### config.mk
export PLATFORM = sky130hd
export DESIGN_NAME = axi4_master_burst_engine_flat
export DESIGN_NICKNAME = d
export VERILOG_FILES = /design/src/rtl/axi4_master_pkg.sv /design/src/rtl/axi4_if.sv /design/src/rtl/axi4_master_cmd_check.sv /design/src/rtl/axi4_master_burst_engine.sv /design/src/flat_wrapper.sv
export SDC_FILE = /design/constraint.sdc
export NUM_CORES = 1
export LEC_CHECK = 0
export ABC_AREA = 1
export BUFFER_PORTS_ARGS = -buffer_cell sky130_fd_sc_hd__buf_2
export CORE_AREA = 2 2 183 185
export DETAILED_ROUTE_END_ITERATION = 12
export DIE_AREA = 0 0 185 187
export GPL_TIMING_DRIVEN = 0
export HOLD_SLACK_MARGIN = 0.06
export SLEW_MARGIN = 10
export SYNTH_ARGS = -nofsm -noshare
export SYNTH_HDL_FRONTEND = slang
export SYNTH_SLANG_ARGS = --single-unit
### constraint.sdc
create_clock -name clk -period 1.9 [get_ports clk]
set_input_delay 0.285 -clock clk [delete_from_list [all_inputs] [get_ports clk]]
set_output_delay 0.285 -clock clk [all_outputs]
set_load 0.005 [all_outputs]
### src/rtl/axi4_master_pkg.sv
// axi4_master_pkg
// Shared types and helpers for the AXI4 master burst engine:
//   state_t     - engine FSM states
//   RESP_*      - AXI response encodings
//   BURST_*     - AXI burst-type encodings
//   resp_worse  - picks the more severe of two responses
//   cmd_legal   - size / burst-type / wrap-length legality of a command
package axi4_master_pkg;

    typedef enum logic [2:0] {
        ST_IDLE,
        ST_AW,
        ST_W,
        ST_B,
        ST_AR,
        ST_R,
        ST_DONE
    } state_t;

    localparam logic [1:0] RESP_OKAY   = 2'b00;
    localparam logic [1:0] RESP_EXOKAY = 2'b01;
    localparam logic [1:0] RESP_SLVERR = 2'b10;
    localparam logic [1:0] RESP_DECERR = 2'b11;

    localparam logic [1:0] BURST_FIXED = 2'b00;
    localparam logic [1:0] BURST_INCR  = 2'b01;
    localparam logic [1:0] BURST_WRAP  = 2'b10;
    localparam logic [1:0] BURST_RSVD  = 2'b11;

    // Severity rank: DECERR > SLVERR > OKAY > EXOKAY. EXOKAY ranks lowest
    // so it can seed the read accumulator and be displaced by any real beat.
    function automatic logic [1:0] resp_rank(input logic [1:0] r);
        logic [1:0] rank;
        case (r)
            RESP_DECERR: rank = 2'd3;
            RESP_SLVERR: rank = 2'd2;
            RESP_OKAY:   rank = 2'd1;
            default:     rank = 2'd0;
        endcase
        return rank;
    endfunction

    function automatic logic [1:0] resp_worse(input logic [1:0] a, input logic [1:0] b);
        return (resp_rank(a) >= resp_rank(b)) ? a : b;
    endfunction

    // Beat-count limit against MAX_BURST_LEN is checked by the caller, which
    // owns that parameter.
    function automatic logic cmd_legal(input logic [7:0] len, input logic [2:0] size,
                                       input logic [1:0] burst, input int data_bytes);
        logic ok;
        int   beat_bytes;
        ok         = 1'b1;
        beat_bytes = 1 << size;
        if (beat_bytes > data_bytes) ok = 1'b0;
        if (burst == BURST_RSVD) ok = 1'b0;
        if (burst == BURST_WRAP &&
            !(len == 8'd1 || len == 8'd3 || len == 8'd7 || len == 8'd15)) ok = 1'b0;
        return ok;
    endfunction

endpackage

### src/rtl/axi4_if.sv
// axi4_if
// AXI4 bus bundle shared by the burst engine and its slave.
//   Parameters DATA_WIDTH / ADDR_WIDTH / ID_WIDTH size the payload fields.
//   modport master: drives AW/W/AR payload+VALID and BREADY/RREADY.
interface axi4_if #(
    parameter int DATA_WIDTH = 64,
    parameter int ADDR_WIDTH = 32,
    parameter int ID_WIDTH   = 4
);
    logic [ID_WIDTH-1:0]     awid;
    logic [ADDR_WIDTH-1:0]   awaddr;
    logic [7:0]              awlen;
    logic [2:0]              awsize;
    logic [1:0]              awburst;
    logic                    awlock;
    logic [3:0]              awcache;
    logic [2:0]              awprot;
    logic [3:0]              awqos;
    logic                    awvalid;
    logic                    awready;

    logic [DATA_WIDTH-1:0]   wdata;
    logic [DATA_WIDTH/8-1:0] wstrb;
    logic                    wlast;
    logic                    wvalid;
    logic                    wready;

    logic [ID_WIDTH-1:0]     bid;
    logic [1:0]              bresp;
    logic                    bvalid;
    logic                    bready;

    logic [ID_WIDTH-1:0]     arid;
    logic [ADDR_WIDTH-1:0]   araddr;
    logic [7:0]              arlen;
    logic [2:0]              arsize;
    logic [1:0]              arburst;
    logic                    arlock;
    logic [3:0]              arcache;
    logic [2:0]              arprot;
    logic [3:0]              arqos;
    logic                    arvalid;
    logic                    arready;

    logic [ID_WIDTH-1:0]     rid;
    logic [DATA_WIDTH-1:0]   rdata;
    logic [1:0]              rresp;
    logic                    rlast;
    logic                    rvalid;
    logic                    rready;

    modport master (
        output awid, awaddr, awlen, awsize, awburst, awlock, awcache, awprot, awqos, awvalid,
        input  awready,
        output wdata, wstrb, wlast, wvalid,
        input  wready,
        input  bid, bresp, bvalid,
        output bready,
        output arid, araddr, arlen, arsize, arburst, arlock, arcache, arprot, arqos, arvalid,
        input  arready,
        input  rid, rdata, rresp, rlast, rvalid,
        output rready
    );
endinterface

### src/rtl/axi4_master_cmd_check.sv
// axi4_master_cmd_check
// Combinational legality check of the incoming command plus a register that
// captures the command when the engine accepts it.
//   clk, reset         - clock, async active-high reset
//   capture            - accept strobe from the engine FSM
//   cmd_*              - raw command fields
//   legal              - command is legal (combinational on cmd_*)
//   q_write..q_burst   - captured command, stable for the whole burst
module axi4_master_cmd_check
    import axi4_master_pkg::*;
#(
    parameter int ADDR_WIDTH    = 32,
    parameter int DATA_WIDTH    = 64,
    parameter int MAX_BURST_LEN = 16
) (
    input  logic                  clk,
    input  logic                  reset,
    input  logic                  capture,
    input  logic                  cmd_write,
    input  logic [ADDR_WIDTH-1:0] cmd_addr,
    input  logic [7:0]            cmd_len,
    input  logic [2:0]            cmd_size,
    input  logic [1:0]            cmd_burst,
    output logic                  legal,
    output logic                  q_write,
    output logic [ADDR_WIDTH-1:0] q_addr,
    output logic [7:0]            q_len,
    output logic [2:0]            q_size,
    output logic [1:0]            q_burst
);

    localparam int         DATA_BYTES = DATA_WIDTH / 8;
    localparam logic [8:0] LEN_LIMIT  = 9'(MAX_BURST_LEN - 1);

    always_comb begin
        legal = cmd_legal(cmd_len, cmd_size, cmd_burst, DATA_BYTES) &&
                ({1'b0, cmd_len} <= LEN_LIMIT);
    end

    always_ff @(posedge clk or posedge reset) begin
        if (reset) begin
            q_write <= 1'b0;
            q_addr  <= '0;
            q_len   <= '0;
            q_size  <= '0;
            q_burst <= '0;
        end else if (capture) begin
            q_write <= cmd_write;
            q_addr  <= cmd_addr;
            q_len   <= cmd_len;
            q_size  <= cmd_size;
            q_burst <= cmd_burst;
        end
    end

endmodule

### src/rtl/axi4_master_burst_engine.sv
// axi4_master_burst_engine
// Turns one command into a complete AXI4 write or read burst.
//   clk, reset              - clock, async active-high reset
//   master                  - AXI4 master modport
//   cmd_*                   - command handshake and fields (len = beats-1)
//   wd_*                    - write-beat stream, passed through to W
//   rd_*                    - read-beat stream, passed through from R
//   done_valid/resp/err     - one-cycle completion with worst response
// Optional build macro AXI4_MASTER_BURST_ENGINE_STATS_EN adds saturating
// counters stat_wr_bursts, stat_rd_bursts, stat_err and stat_busy_cycles.
module axi4_master_burst_engine
    import axi4_master_pkg::*;
#(
    parameter int DATA_WIDTH    = 64,
    parameter int ADDR_WIDTH    = 32,
    parameter int ID_WIDTH      = 4,
    parameter int MAX_BURST_LEN = 16,
    parameter int ID_VALUE      = 0
) (
    input  logic                    clk,
    input  logic                    reset,
    axi4_if.master                  master,
    input  logic                    cmd_valid,
    output logic                    cmd_ready,
    input  logic                    cmd_write,
    input  logic [ADDR_WIDTH-1:0]   cmd_addr,
    input  logic [7:0]              cmd_len,
    input  logic [2:0]              cmd_size,
    input  logic [1:0]              cmd_burst,
    input  logic                    wd_valid,
    output logic                    wd_ready,
    input  logic [DATA_WIDTH-1:0]   wd_data,
    input  logic [DATA_WIDTH/8-1:0] wd_strb,
    output logic                    rd_valid,
    input  logic                    rd_ready,
    output logic [DATA_WIDTH-1:0]   rd_data,
    output logic                    rd_last,
    output logic                    done_valid,
    output logic [1:0]              done_resp,
    output logic                    done_err
`ifdef AXI4_MASTER_BURST_ENGINE_STATS_EN
    ,
    output logic [31:0]             stat_wr_bursts,
    output logic [31:0]             stat_rd_bursts,
    output logic [15:0]             stat_err,
    output logic [31:0]             stat_busy_cycles
`endif
);

    state_t state, next_state;

    logic                  cmd_ok;
    logic                  accept;
    logic                  q_write;
    logic [ADDR_WIDTH-1:0] q_addr;
    logic [7:0]            q_len;
    logic [2:0]            q_size;
    logic [1:0]            q_burst;

    logic [7:0]            beat_count;
    logic [1:0]            resp_acc;
    logic                  err_acc;
    logic                  rejected;

    logic                  idle_ready;
    logic                  aw_phase;
    logic                  w_phase;
    logic                  b_phase;
    logic                  ar_phase;
    logic                  r_phase;
    logic                  done_phase;
    logic                  last_beat;
    logic                  w_fire;
    logic                  r_fire;

    assign accept = (state == ST_IDLE) && cmd_valid;

    axi4_master_cmd_check #(
        .ADDR_WIDTH   (ADDR_WIDTH),
        .DATA_WIDTH   (DATA_WIDTH),
        .MAX_BURST_LEN(MAX_BURST_LEN)
    ) u_cmd_check (
        .clk      (clk),
        .reset    (reset),
        .capture  (accept),
        .cmd_write(cmd_write),
        .cmd_addr (cmd_addr),
        .cmd_len  (cmd_len),
        .cmd_size (cmd_size),
        .cmd_burst(cmd_burst),
        .legal    (cmd_ok),
        .q_write  (q_write),
        .q_addr   (q_addr),
        .q_len    (q_len),
        .q_size   (q_size),
        .q_burst  (q_burst)
    );

    assign last_beat = (beat_count == q_len);
    assign w_fire    = w_phase && wd_valid && master.wready;
    assign r_fire    = r_phase && master.rvalid && rd_ready;

    always_ff @(posedge clk or posedge reset) begin
        if (reset) state <= ST_IDLE;
        else       state <= next_state;
    end

    always_comb begin
        next_state = state;
        idle_ready = 1'b0;
        aw_phase   = 1'b0;
        w_phase    = 1'b0;
        b_phase    = 1'b0;
        ar_phase   = 1'b0;
        r_phase    = 1'b0;
        done_phase = 1'b0;
        case (state)
            ST_IDLE: begin
                idle_ready = 1'b1;
                if (cmd_valid) begin
                    if (!cmd_ok)        next_state = ST_DONE;
                    else if (cmd_write) next_state = ST_AW;
                    else                next_state = ST_AR;
                end
            end
            ST_AW: begin
                aw_phase = 1'b1;
                if (master.awready) next_state = ST_W;
            end
            ST_W: begin
                w_phase = 1'b1;
                if (wd_valid && master.wready && last_beat) next_state = ST_B;
            end
            ST_B: begin
                b_phase = 1'b1;
                if (master.bvalid) next_state = ST_DONE;
            end
            ST_AR: begin
                ar_phase = 1'b1;
                if (master.arready) next_state = ST_R;
            end
            ST_R: begin
                r_phase = 1'b1;
                if (master.rvalid && rd_ready && master.rlast) next_state = ST_DONE;
            end
            ST_DONE: begin
                done_phase = 1'b1;
                next_state = ST_IDLE;
            end
            default: next_state = ST_IDLE;
        endcase
    end

    // Beat counting and response/error accumulation. A rejected command
    // seeds SLVERR + error; a legal one seeds EXOKAY so the first real
    // response always replaces it. On reads, RLAST must coincide with the
    // final expected beat; any disagreement flags an error but the burst
    // still runs until the slave's RLAST.
    always_ff @(posedge clk or posedge reset) begin
        if (reset) begin
            beat_count <= '0;
            resp_acc   <= RESP_OKAY;
            err_acc    <= 1'b0;
            rejected   <= 1'b0;
        end else begin
            case (state)
                ST_IDLE: begin
                    if (cmd_valid) begin
                        beat_count <= '0;
                        rejected   <= !cmd_ok;
                        err_acc    <= !cmd_ok;
                        resp_acc   <= cmd_ok ? RESP_EXOKAY : RESP_SLVERR;
                    end
                end
                ST_W: begin
                    if (w_fire) beat_count <= beat_count + 8'd1;
                end
                ST_B: begin
                    if (master.bvalid) resp_acc <= master.bresp;
                end
                ST_R: begin
                    if (r_fire) begin
                        beat_count <= beat_count + 8'd1;
                        resp_acc   <= resp_worse(resp_acc, master.rresp);
                        if (master.rlast != last_beat) err_acc <= 1'b1;
                    end
                end
                default: ;
            endcase
        end
    end

    // cmd_ready is masked by reset so every output reads 0 during reset.
    assign cmd_ready = idle_ready && !reset;

    assign master.awid    = ID_WIDTH'(ID_VALUE);
    assign master.awaddr  = q_addr;
    assign master.awlen   = q_len;
    assign master.awsize  = q_size;
    assign master.awburst = q_burst;
    assign master.awlock  = 1'b0;
    assign master.awcache = 4'd0;
    assign master.awprot  = 3'd0;
    assign master.awqos   = 4'd0;
    assign master.awvalid = aw_phase;

    assign master.wvalid  = w_phase && wd_valid;
    assign master.wdata   = w_phase ? wd_data : '0;
    assign master.wstrb   = w_phase ? wd_strb : '0;
    assign master.wlast   = w_phase && last_beat;
    assign wd_ready       = w_phase && master.wready;

    assign master.bready  = b_phase;

    assign master.arid    = ID_WIDTH'(ID_VALUE);
    assign master.araddr  = q_addr;
    assign master.arlen   = q_len;
    assign master.arsize  = q_size;
    assign master.arburst = q_burst;
    assign master.arlock  = 1'b0;
    assign master.arcache = 4'd0;
    assign master.arprot  = 3'd0;
    assign master.arqos   = 4'd0;
    assign master.arvalid = ar_phase;

    assign master.rready  = r_phase && rd_ready;
    assign rd_valid       = r_phase && master.rvalid;
    assign rd_data        = r_phase ? master.rdata : '0;
    assign rd_last        = r_phase && master.rlast;

    assign done_valid     = done_phase;
    assign done_resp      = done_phase ? resp_acc : RESP_OKAY;
    assign done_err       = done_phase && err_acc;

`ifdef AXI4_MASTER_BURST_ENGINE_STATS_EN
    // Saturating activity counters. Rejected commands count only as errors,
    // never as completed bursts.
    always_ff @(posedge clk or posedge reset) begin
        if (reset) begin
            stat_wr_bursts   <= '0;
            stat_rd_bursts   <= '0;
            stat_err         <= '0;
            stat_busy_cycles <= '0;
        end else begin
            if (done_phase && !rejected && q_write && stat_wr_bursts != '1)
                stat_wr_bursts <= stat_wr_bursts + 32'd1;
            if (done_phase && !rejected && !q_write && stat_rd_bursts != '1)
                stat_rd_bursts <= stat_rd_bursts + 32'd1;
            if (done_phase && (err_acc || resp_acc != RESP_OKAY) && stat_err != '1)
                stat_err <= stat_err + 16'd1;
            if (state != ST_IDLE && stat_busy_cycles != '1)
                stat_busy_cycles <= stat_busy_cycles + 32'd1;
        end
    end
`endif

endmodule

### src/flat_wrapper.sv
// flat-port wrapper written by rule: the top's interface ports become plain ports
module axi4_master_burst_engine_flat import axi4_master_pkg::*;
#(
    parameter int DATA_WIDTH    = 64,
    parameter int ADDR_WIDTH    = 32,
    parameter int ID_WIDTH      = 4,
    parameter int MAX_BURST_LEN = 16,
    parameter int ID_VALUE      = 0
)
  (clk, reset, cmd_valid, cmd_ready, cmd_write, cmd_addr, cmd_len, cmd_size, cmd_burst, wd_valid, wd_ready, wd_data, wd_strb, rd_valid, rd_ready, rd_data, rd_last, done_valid, done_resp, done_err, master_awid, master_awaddr, master_awlen, master_awsize, master_awburst, master_awlock, master_awcache, master_awprot, master_awqos, master_awvalid, master_awready, master_wdata, master_wstrb, master_wlast, master_wvalid, master_wready, master_bid, master_bresp, master_bvalid, master_bready, master_arid, master_araddr, master_arlen, master_arsize, master_arburst, master_arlock, master_arcache, master_arprot, master_arqos, master_arvalid, master_arready, master_rid, master_rdata, master_rresp, master_rlast, master_rvalid, master_rready);
  axi4_if #(.DATA_WIDTH(DATA_WIDTH), .ADDR_WIDTH(ADDR_WIDTH), .ID_WIDTH(ID_WIDTH)) master_i ();
  input  logic clk;
  input  logic reset;
  input  logic cmd_valid;
  output logic cmd_ready;
  input  logic cmd_write;
  input  logic [ADDR_WIDTH-1:0] cmd_addr;
  input  logic [7:0] cmd_len;
  input  logic [2:0] cmd_size;
  input  logic [1:0] cmd_burst;
  input  logic wd_valid;
  output logic wd_ready;
  input  logic [DATA_WIDTH-1:0] wd_data;
  input  logic [DATA_WIDTH/8-1:0] wd_strb;
  output logic rd_valid;
  input  logic rd_ready;
  output logic [DATA_WIDTH-1:0] rd_data;
  output logic rd_last;
  output logic done_valid;
  output logic [1:0] done_resp;
  output logic done_err;
  output wire logic [$bits(master_i.awid)-1:0] master_awid;
  output wire logic [$bits(master_i.awaddr)-1:0] master_awaddr;
  output wire logic [$bits(master_i.awlen)-1:0] master_awlen;
  output wire logic [$bits(master_i.awsize)-1:0] master_awsize;
  output wire logic [$bits(master_i.awburst)-1:0] master_awburst;
  output wire logic [$bits(master_i.awlock)-1:0] master_awlock;
  output wire logic [$bits(master_i.awcache)-1:0] master_awcache;
  output wire logic [$bits(master_i.awprot)-1:0] master_awprot;
  output wire logic [$bits(master_i.awqos)-1:0] master_awqos;
  output wire logic [$bits(master_i.awvalid)-1:0] master_awvalid;
  input wire logic [$bits(master_i.awready)-1:0] master_awready;
  output wire logic [$bits(master_i.wdata)-1:0] master_wdata;
  output wire logic [$bits(master_i.wstrb)-1:0] master_wstrb;
  output wire logic [$bits(master_i.wlast)-1:0] master_wlast;
  output wire logic [$bits(master_i.wvalid)-1:0] master_wvalid;
  input wire logic [$bits(master_i.wready)-1:0] master_wready;
  input wire logic [$bits(master_i.bid)-1:0] master_bid;
  input wire logic [$bits(master_i.bresp)-1:0] master_bresp;
  input wire logic [$bits(master_i.bvalid)-1:0] master_bvalid;
  output wire logic [$bits(master_i.bready)-1:0] master_bready;
  output wire logic [$bits(master_i.arid)-1:0] master_arid;
  output wire logic [$bits(master_i.araddr)-1:0] master_araddr;
  output wire logic [$bits(master_i.arlen)-1:0] master_arlen;
  output wire logic [$bits(master_i.arsize)-1:0] master_arsize;
  output wire logic [$bits(master_i.arburst)-1:0] master_arburst;
  output wire logic [$bits(master_i.arlock)-1:0] master_arlock;
  output wire logic [$bits(master_i.arcache)-1:0] master_arcache;
  output wire logic [$bits(master_i.arprot)-1:0] master_arprot;
  output wire logic [$bits(master_i.arqos)-1:0] master_arqos;
  output wire logic [$bits(master_i.arvalid)-1:0] master_arvalid;
  input wire logic [$bits(master_i.arready)-1:0] master_arready;
  input wire logic [$bits(master_i.rid)-1:0] master_rid;
  input wire logic [$bits(master_i.rdata)-1:0] master_rdata;
  input wire logic [$bits(master_i.rresp)-1:0] master_rresp;
  input wire logic [$bits(master_i.rlast)-1:0] master_rlast;
  input wire logic [$bits(master_i.rvalid)-1:0] master_rvalid;
  output wire logic [$bits(master_i.rready)-1:0] master_rready;
  assign master_awid = master_i.awid;
  assign master_awaddr = master_i.awaddr;
  assign master_awlen = master_i.awlen;
  assign master_awsize = master_i.awsize;
  assign master_awburst = master_i.awburst;
  assign master_awlock = master_i.awlock;
  assign master_awcache = master_i.awcache;
  assign master_awprot = master_i.awprot;
  assign master_awqos = master_i.awqos;
  assign master_awvalid = master_i.awvalid;
  assign master_i.awready = master_awready;
  assign master_wdata = master_i.wdata;
  assign master_wstrb = master_i.wstrb;
  assign master_wlast = master_i.wlast;
  assign master_wvalid = master_i.wvalid;
  assign master_i.wready = master_wready;
  assign master_i.bid = master_bid;
  assign master_i.bresp = master_bresp;
  assign master_i.bvalid = master_bvalid;
  assign master_bready = master_i.bready;
  assign master_arid = master_i.arid;
  assign master_araddr = master_i.araddr;
  assign master_arlen = master_i.arlen;
  assign master_arsize = master_i.arsize;
  assign master_arburst = master_i.arburst;
  assign master_arlock = master_i.arlock;
  assign master_arcache = master_i.arcache;
  assign master_arprot = master_i.arprot;
  assign master_arqos = master_i.arqos;
  assign master_arvalid = master_i.arvalid;
  assign master_i.arready = master_arready;
  assign master_i.rid = master_rid;
  assign master_i.rdata = master_rdata;
  assign master_i.rresp = master_rresp;
  assign master_i.rlast = master_rlast;
  assign master_i.rvalid = master_rvalid;
  assign master_rready = master_i.rready;
  axi4_master_burst_engine #(.DATA_WIDTH(DATA_WIDTH), .ADDR_WIDTH(ADDR_WIDTH), .ID_WIDTH(ID_WIDTH), .MAX_BURST_LEN(MAX_BURST_LEN), .ID_VALUE(ID_VALUE)) u_core (.clk(clk), .reset(reset), .master(master_i), .cmd_valid(cmd_valid), .cmd_ready(cmd_ready), .cmd_write(cmd_write), .cmd_addr(cmd_addr), .cmd_len(cmd_len), .cmd_size(cmd_size), .cmd_burst(cmd_burst), .wd_valid(wd_valid), .wd_ready(wd_ready), .wd_data(wd_data), .wd_strb(wd_strb), .rd_valid(rd_valid), .rd_ready(rd_ready), .rd_data(rd_data), .rd_last(rd_last), .done_valid(done_valid), .done_resp(done_resp), .done_err(done_err));
endmodule
==> results of run 1 <==
==> power by group <==
group | total [mW] | internal, mW | switching (mW)
Combinational | 6.33 | 3.38 | 2.95
Clock | 1.57 | 0.929 | 0.641
Sequential | 2.35 | 1.84 | 0.510
Total | 10.2 | 6.15 | 4.10
==> registers in the layout, indices dropped and copies added (netlist names) <==
name	count
u_core.u_cmd_check.q_addr	32
u_core.beat_count	8
u_core.u_cmd_check.q_len	8
u_core.state	3
u_core.u_cmd_check.q_size	3
u_core.resp_acc	2
u_core.u_cmd_check.q_burst	2
u_core.err_acc	1
==> worst reg2reg max path: cells and delay by family (launching register included) <==
family	cells	cell delay [ps]
flip-flops	1	420
AO/OA/AOI/OAI	4	410
AND/OR/NAND/NOR	3	450
adder cells (fa/ha/maj)	2	390
==> metrics by stage <==
step | setup WS [ps] | cells | TNS, ps | total power [mW]
after floorplan | 120 | 719 | 0 | 5.38
after global placement | -862 | 1603 | -54100 | 7.81
after detailed placement | -199 | 1604 | -5110 | 7.88
after CTS | 0.0150 | 1626 | 0 | 9.92
after global routing | -35.9 | 1632 | -398 | 11.1
final | 59.1 | 1634 | 0 | 10.2
==> cells by family (layout without fill, tap and decap cells) <==
| logic type | count (synthesis) | count (layout) | synth area share, % |
|---|---|---|---|
| flops | 59 | 59 | 31.7 |
| fa+ha+maj | 7 | 7 | 1.88 |
| buf+inv | 278 | 743 | 29.6 |
| mux | 37 | 37 | 8.94 |
| other cells | 1 | 34 | 0.0805 |
| xor+xnor | 6 | 6 | 1.13 |
| simple gates | 273 | 273 | 23.7 |
| compound gates | 27 | 27 | 3.01 |
==> synthesized netlist by cell type (3+ instances only) <==
master	n
sky130_fd_sc_hd__buf_1	4
sky130_fd_sc_hd__inv_1	174
sky130_fd_sc_hd__xnor2_1	5
sky130_fd_sc_hd__mux2_2	37
sky130_fd_sc_hd__inv_2	4
sky130_fd_sc_hd__buf_4	77
sky130_fd_sc_hd__nand3_1	19
sky130_fd_sc_hd__clkbuf_1	7
sky130_fd_sc_hd__buf_2	7
sky130_fd_sc_hd__dfrtp_1	59
sky130_fd_sc_hd__o21ai_0	19
sky130_fd_sc_hd__nand2_1	70
sky130_fd_sc_hd__ha_1	7
sky130_fd_sc_hd__a21oi_1	5
sky130_fd_sc_hd__nand3b_1	3
sky130_fd_sc_hd__buf_6	5
sky130_fd_sc_hd__nor2_1	173
==> layer usage <==
layer	global-route usage [%]	wire, um	vias to the layer above
li1	-	-	2852
met1	12.3	8030	2554
met2	20.9	10700	264
met3	3.06	1680	25
met4	2.53	244	8
met5	0	63	-
==> how the worst min path moves through the flow <==
stage | slack (ps) | startpoint | to | cells past startpoint
3_5_place_dp | 400 | reset | u_core.state[1]$_DFFE_PP0P_ | 3
4_1_cts | 160 | cmd_addr[26] | u_core.u_cmd_check.q_addr[26]$_DFFE_PP0P_ | 2
5_1_grt | 170 | cmd_addr[13] | u_core.u_cmd_check.q_addr[13]$_DFFE_PP0P_ | 2
2_1_floorplan | 440 | cmd_len[3] | u_core.u_cmd_check.q_len[3]$_DFFE_PP0P_ | 1
3_3_place_gp | 460 | u_core.err_acc$_DFFE_PP0P_ | u_core.err_acc$_DFFE_PP0P_ | 2
6_report | 180 | cmd_addr[26] | u_core.u_cmd_check.q_addr[26]$_DFFE_PP0P_ | 2
==> timing repair <==
item	CTS	global route
hold buffers	1	0
endpoints found under the setup margin	136	116
gates cloned	1	2
buffers inserted	4	4
pin swaps	6	8
hold endpoints to repair	59	0
resized for setup	59	73
==> layout make-up <==
type	instances	area share [%]
multi-input combinational	382	25.7
timing repair buffer	449	28.0
buffer	100	10.1
tap	448	6.73
clock inverter	6	0.556
inverter	178	8.11
sequential	59	17.8
antenna	2	0.0601
clock buffer	10	2.87
==> impl_table.tex, run 1 <==
\begin{tabular}{lr}
\hline
Metric & Value \\
\hline
\multicolumn{2}{l}{\textbf{Run status}} \\
\quad Status & finished, final reports clean \\
\multicolumn{2}{l}{\textbf{Route}} \\
\quad Number of DRC markers after the initial detailed-route iteration & 212 \\
\quad \# DRC & 0 \\
\quad Final wirelength & 20700 um \\
\quad Initial DRT Pass Iterations & 4 \\
\quad Drt wl/cell & 12.7 um \\
\quad Per-cell via count in the routed design & 3.49 \\
\quad Vias & 5703 \\
\quad DRT antenna net count & 0 \\
\multicolumn{2}{l}{\textbf{Critical path}} \\
\quad Required time worst endpoint & 1620 ps \\
\quad Register-to-register setup slack & 150 ps \\
\quad Delay contributed by the slowest stage of the critical path & 370 ps \\
\quad Capture point of the critical path & master\_wstrb[5] \\
\quad Crit path launch type & register \\
\quad Depth of the worst register-to-register path & 9 \\
\quad Launch instance of the worst register-to-register path & u\_core.resp\_acc[1]\$\_DFFE\_PP0P\_ \\
\quad Max Fanout on Critical Path & 7 \\
\quad Origin of the worst setup path & u\_core.state[0]\$\_DFFE\_PP0P\_ \\
\quad WS Path Type & register to primary output \\
\quad Worst endpoint data arrival time & 1560 ps \\
\quad CP delay by family, top & buffers and inverters \\
\quad Critical path endpoint category & primary output \\
\quad List of cells traversed by the critical path & buf\_6 -> inv\_2 -> nand3\_4 -> buf\_12 -> clkbuf\_16 -> nor2\_2 -> buf\_2 \\
\quad Critical-path top delay cell & sky130\_fd\_sc\_hd\_\_dfrtp\_1 \\
\quad Critical register-to-register path endpoint & u\_core.resp\_acc[0]\$\_DFFE\_PP0P\_ \\
\quad Number of buffer and inverter stages on the critical path & 5 \\
\quad Number of stages on the worst setup path & 7 \\
\multicolumn{2}{l}{\textbf{Final layout}} \\
\quad Storage cell area & 1480 um\^{}2 \\
\quad Commonest non-fill, non-tap cells in the layout & 434 x sky130\_fd\_sc\_hd\_\_buf\_2, 171 x sky130\_fd\_sc\_hd\_\_inv\_1, 128 x sky130\_fd\_sc\_hd\_\_nor2\_1 \\
\quad Fraction of the core area covered by cells at the end of the flow & 25.3\% \\
\quad Final-stage net count & 1391 \\
\quad Number of fillers in the final layout & 3668 \\
\quad Multi-input combinational cell area & 2140 um\^{}2 \\
\quad Most frequent standard cell in the layout excluding fill and tap cells & sky130\_fd\_sc\_hd\_\_buf\_2 \\
\quad Layout Area Growth over Synthesis & 78.7\% \\
\quad Fraction of layout cells with a size suffix above 1 & 56.5\% \\
\quad Post-Layout Inst Area & 8330 um\^{}2 \\
\multicolumn{2}{l}{\textbf{STA}} \\
\quad Part of the cycle the worst path needs & 96.9\% \\
\quad Final critical delay including setup and external delays & 1840 ps \\
\quad Maximum clock frequency & 0.543 GHz \\
\quad Clock Skew & 7.07 ps \\
\quad Fin. Hold Viols & 0 \\
\quad Number of setup violations in the final report & 0 \\
\quad Worst hold margin & 182 ps \\
\quad Pins over their slew limit & 0 \\
\quad Unrepaired setup endpoints after global routing & true \\
\multicolumn{2}{l}{\textbf{Placement}} \\
\quad Number of port buffers & 436 \\
\quad Total cell area at the placement stage & 7550 um\^{}2 \\
\quad Placer congestion estimate & 0.784 \\
\quad Post-DP HPWL & 17700 um \\
\multicolumn{2}{l}{\textbf{Global routing}} \\
\quad Global router's overall resource usage & 11.1\% \\
\quad Maximum number of pins on one net before global-route repair & 60 \\
\quad Initial antenna violation count & 9 \\
\quad Grt ovf & 0 \\
\quad Vias in the first global route & 5212 \\
\quad Wire length of the first global-routing pass & 29100 um \\
\multicolumn{2}{l}{\textbf{Clocking}} \\
\quad Maximum root-to-sink buffer count & 2 \\
\quad TritonCTS Buffers & 9 \\
\quad Worst-path clk slew & 60 ps \\
\quad CTS sink cnt & 59 \\
\quad Insertion delay to the later sink of the worst-skew pair & 330 ps \\
\quad Number of H-tree levels & 3 \\
\quad CTS root buffer & sky130\_fd\_sc\_hd\_\_clkbuf\_16 \\
\quad Clock tree from TritonCTS & yes \\
\multicolumn{2}{l}{\textbf{Floorplanning}} \\
\quad Chip Width & 185 um \\
\quad Die Ht & 187 um \\
\quad Core footprint & 32900 um\^{}2 \\
\quad FP Rows & 67 \\
\quad Die ar. & 34600 um\^{}2 \\
\quad Initial core utilization & 14.2\% \\
\quad Number of ports placed on the die boundary & 477 \\
\multicolumn{2}{l}{\textbf{Logic synthesis}} \\
\quad Average size of a mapped cell & 6.77 um\^{}2 \\
\quad Share of flip-flops with an asynchronous set or reset after synthesis & 100\% \\
\quad Yosys warning total & 0 \\
\quad Top cell type's share of synthesized area & 31.7\% \\
\quad Post-synth top flop & sky130\_fd\_sc\_hd\_\_dfrtp\_1 \\
\quad Sequential-to-total area share from yosys stat & 31.7\% \\
\quad Post-synth EDFFs & 0 \\
\quad Cell type with the largest total area after synthesis & sky130\_fd\_sc\_hd\_\_dfrtp\_1 \\
\quad Synth top area cells & sky130\_fd\_sc\_hd\_\_dfrtp\_1 32\%, sky130\_fd\_sc\_hd\_\_inv\_1 14\%, sky130\_fd\_sc\_hd\_\_nor2\_1 14\%, sky130\_fd\_sc\_hd\_\_buf\_4 12\%, sky130\_fd\_sc\_hd\_\_mux2\_2 8.9\% \\
\quad Number of standard cells after synthesis & 688 \\
\quad Number of distinct library cells after synthesis & 30 \\
\quad Register bit total from synthesis & 59 \\
\quad Cell Area, Synth & 4660 um\^{}2 \\
\multicolumn{2}{l}{\textbf{Flow run}} \\
\quad Max-capacitance violation count & 0 \\
\multicolumn{2}{l}{\textbf{Power and ir drop}} \\
\quad Areal power density over the cells & 1230 nW/um\^{}2 \\
\quad Leak & 5.30 nW \\
\quad VDD IR max & 755 uV \\
\multicolumn{2}{l}{\textbf{Min path}} \\
\quad Min-Delay Path Class & input port to register \\
\hline
\end{tabular}
(Power assumes the default switching activity.)
==> run 2, diff against run 1 <==
Settings changed: CORE_AREA 2 2 183 185 to 2 2 186 188, DIE_AREA 0 0 185 187 to 0 0 188 190, HOLD_SLACK_MARGIN 0.06 to unset.
Clock period 1.9 ns to 1.7 ns, I/O delays scaled along.
==> run 2 against run 1 <==
Combinational power up 35%. Routed wire length up 11%. Sequential power up 11%. Clock skew about the same. Critical path type unchanged. The run now ends with negative setup slack left. Total power up 26%. Non-clock buffer count up 36. Critical endpoint is now rd_data[32]. Setup slack worse by 200 ps. Worst hold slack worse by 140 ps.
==> impl_table.tex, run 2 (synthesis results as in run 1) <==
\begin{tabular}{lr}
\hline
Metric & Value \\
\hline
\multicolumn{2}{l}{\textbf{Power and ir drop}} \\
\quad Switching part of the total power & 40.8\% (+0.71 points) \\
\quad Register share of total power & 20.2\% (-2.7 points) \\
\quad Leak & 5.66 nW (+7.0\%) \\
\quad Areal power density over the cells & 1350 nW/um\^{}2 (+10\%) \\
\quad Power dissipated by switching net loads & 5.25 mW (+28\%) \\
\quad Clock power frac & 13.6\% (-1.7 points) \\
\quad VDD IR max & 677 uV (-10\%) \\
\quad Combinational group share of total power & 66.3\% (+4.5 points) \\
\quad Cell Int Power & 7.64 mW (+24\%) \\
\multicolumn{2}{l}{\textbf{Floorplanning}} \\
\quad Die Ht & 190 um (+1.6\%) \\
\quad Initial core utilization & 13.7\% (-0.45 points) \\
\quad Die ar. & 35700 um\^{}2 (+3.3\%) \\
\quad Chip Width & 188 um (+1.6\%) \\
\quad Core footprint & 33900 um\^{}2 (+3.3\%) \\
\quad FP Rows & 68 (+1.5\%) \\
\quad Number of ports placed on the die boundary & 477 (unchanged) \\
\multicolumn{2}{l}{\textbf{Final layout}} \\
\quad Final-stage net count & 1429 (+2.7\%) \\
\quad Layout Area Growth over Synthesis & 104\% \\
\quad Flip-flop count of the largest register after layout & 32 (unchanged) \\
\quad Fraction of layout cells with a size suffix above 1 & 64.1\% (+7.6 points) \\
\quad Commonest non-fill, non-tap cells in the layout & 432 x sky130\_fd\_sc\_hd\_\_buf\_2, 169 x sky130\_fd\_sc\_hd\_\_inv\_1, 105 x sky130\_fd\_sc\_hd\_\_buf\_4 \\
\quad Fraction of the core area covered by cells at the end of the flow & 28.1\% (+2.7 points) \\
\quad Top flop regs & u\_core.u\_cmd\_check.q\_addr (32), u\_core.beat\_count (8), u\_core.u\_cmd\_check.q\_len (8) \\
\quad Register with the most flip-flops & u\_core.u\_cmd\_check.q\_addr \\
\quad Most frequent standard cell in the layout excluding fill and tap cells & sky130\_fd\_sc\_hd\_\_buf\_2 \\
\quad Count of non-filler cells in the finished layout & 1679 (+2.8\%) \\
\multicolumn{2}{l}{\textbf{Global routing}} \\
\quad Initial antenna violation count & 3 (-6) \\
\quad Grt ovf & 0 (unchanged) \\
\quad Global router's overall resource usage & 11.1\% (-0.069 points) \\
\quad Wire length of the first global-routing pass & 30200 um (+4.1\%) \\
\quad Vias in the first global route & 5321 (+2.1\%) \\
\quad Maximum number of pins on one net before global-route repair & 32 (-47\%) \\
\multicolumn{2}{l}{\textbf{STA}} \\
\quad Pins over their slew limit & 0 (unchanged) \\
\quad Number of setup violations in the final report & 181 (+181) \\
\quad Unrepaired setup endpoints after global routing & true \\
\quad Part of the cycle the worst path needs & 108\% \\
\quad Remaining max-slew budget at the tightest pin & 56.1\% \\
\quad Final critical delay including setup and external delays & 1840 ps \\
\quad Setup TNS & -13760 ps (-13760 ps) \\
\quad Fin. Hold Viols & 0 (unchanged) \\
\quad Worst path setup slack after routing & -139 ps (-198 ps) \\
\quad Clock Skew & 7.07 ps (+0.00413 ps) \\
\quad Maximum clock frequency & 0.544 GHz \\
\quad Pin slew with the least headroom to its limit & 657 ps \\
\multicolumn{2}{l}{\textbf{Run status}} \\
\quad Failing checks & negative setup slack \\
\quad Status & complete, but fails checks \\
\multicolumn{2}{l}{\textbf{Flow run}} \\
\quad Max-capacitance violation count & 0 (unchanged) \\
\multicolumn{2}{l}{\textbf{Critical path}} \\
\quad Worst endpoint data arrival time & 1580 ps (+20 ps) \\
\quad Crit path launch type & register \\
\quad Critical-path top delay cell & sky130\_fd\_sc\_hd\_\_dfrtp\_2 \\
\quad WS Path Type & register to primary output \\
\quad Required time worst endpoint & 1440 ps (-180 ps) \\
\quad Critical path endpoint category & primary output \\
\quad List of cells traversed by the critical path & inv\_2 -> nand3\_4 -> buf\_12 -> clkbuf\_16 -> nor2\_4 -> buf\_2 \\
\quad Register-to-register setup slack & -120 ps (-270 ps) \\
\quad Max Fanout on Critical Path & 5 (-2) \\
\quad Delay contributed by the slowest stage of the critical path & 430 ps (+60 ps) \\
\multicolumn{2}{l}{\textbf{Route}} \\
\quad \# DRC & 0 (unchanged) \\
\quad DRT antenna net count & 0 (unchanged) \\
\quad Per-cell via count in the routed design & 3.58 (+2.5\%) \\
\quad Vias & 6007 (+5.3\%) \\
\quad Initial DRT Pass Iterations & 4 (unchanged) \\
\quad Final wirelength & 22900 um (+11\%) \\
\quad Drt wl/cell & 13.7 um (+7.7\%) \\
\quad Number of DRC markers after the initial detailed-route iteration & 170 (-20\%) \\
\multicolumn{2}{l}{\textbf{Clocking}} \\
\quad TritonCTS Buffers & 9 (unchanged) \\
\quad Worst-path clk slew & 60 ps (about the same) \\
\quad Number of H-tree levels & 3 (unchanged) \\
\quad Clock tree from TritonCTS & yes \\
\quad CTS sink cnt & 59 (unchanged) \\
\quad Maximum root-to-sink buffer count & 2 (unchanged) \\
\quad Insertion delay to the later sink of the worst-skew pair & 330 ps (about the same) \\
\quad CTS root buffer & sky130\_fd\_sc\_hd\_\_clkbuf\_16 \\
\multicolumn{2}{l}{\textbf{Placement}} \\
\quad Cell total after placement & 1611 (+0.44\%) \\
\quad Post-DP HPWL & 17900 um (+1.4\%) \\
\quad Placer congestion estimate & 0.803 (+2.5\%) \\
\quad Number of port buffers & 436 (unchanged) \\
\multicolumn{2}{l}{\textbf{Min path}} \\
\quad Min-Delay Path Class & input port to async pin \\
\hline
\end{tabular}
## run 2: critical path: cells and delay by family, from the launching register on
kind	cells	cell delay, ps
buffers and inverters	4	570
AND/OR/NAND/NOR	2	250
flip-flops	1	430
## run 2: worst paths after layout
path / start / to / cells past startpoint
hold / removal: reset / u_core.u_cmd_check.q_size[0]$_DFFE_PP0P_ / 2
setup reg to reg: u_core.state[1]$_DFFE_PP0P_ / u_core.u_cmd_check.q_addr[24]$_DFFE_PP0P_ / 9
max in group asynchronous: reset / u_core.u_cmd_check.q_len[6]$_DFFE_PP0P_ / 3
min in group clk: cmd_addr[1] / u_core.u_cmd_check.q_addr[1]$_DFFE_PP0P_ / 2
hold reg to reg: u_core.err_acc$_DFFE_PP0P_ / u_core.err_acc$_DFFE_PP0P_ / 2
setup / recovery: u_core.state[1]$_DFFE_PP0P_ / rd_data[32] / 6
## run 2: through the flow
step                      worst slack [ps]  power, mW  cell area [um^2]  hold slack, ps
final                                 -139       12.9              9520            38.3
after global placement                -410       8.86              7540             479
after detailed placement              -427       8.94              7560             394
after global routing                  -210       13.9              9520            85.1
after floorplan                      -8.46       6.07              4790             355
after CTS                             -152       11.9              8740            54.9
## run 2: per-layer routing
layer,share of wire (%),GRT usage [%],vias to the layer above,routed length (um)
met1,40,13.2,2784,9130
met5,0.057,0,-,13
met3,8.0,3.28,14,1840
met4,1.2,2.39,2,282
li1,-,-,2935,-
met2,51,19.6,272,11700
## run 2: area by class of cell
class | instances | area [um^2]
clock buffer | 9 | 225
clock inverter | 7 | 61.3
multi-input combinational | 384 | 2700
inverter | 178 | 682
antenna | 2 | 5.00
fill | 3644 | 24400
sequential | 59 | 1480
timing repair buffer | 485 | 2850
buffer | 100 | 960
tap | 455 | 569
## run 2: power groups by stage
stage               Combinational (mW)  Sequential, mW  Clock, mW
floorplan                         3.51            2.56          0
global placement                  6.23            2.63          0
detailed placement                6.31            2.63          0
CTS                               7.49            2.63       1.81
global route                      9.31            2.69       1.87
finish                            8.54            2.60       1.75
## run 2: what timing repair did
item                                    4_1_cts  5_1_grt
pin swaps                                     8       13
cloned                                        6       10
endpoints found under the setup margin      194      202
setup buffers                                18       17
resized for setup                           177      130
hold buffers                                  0        0
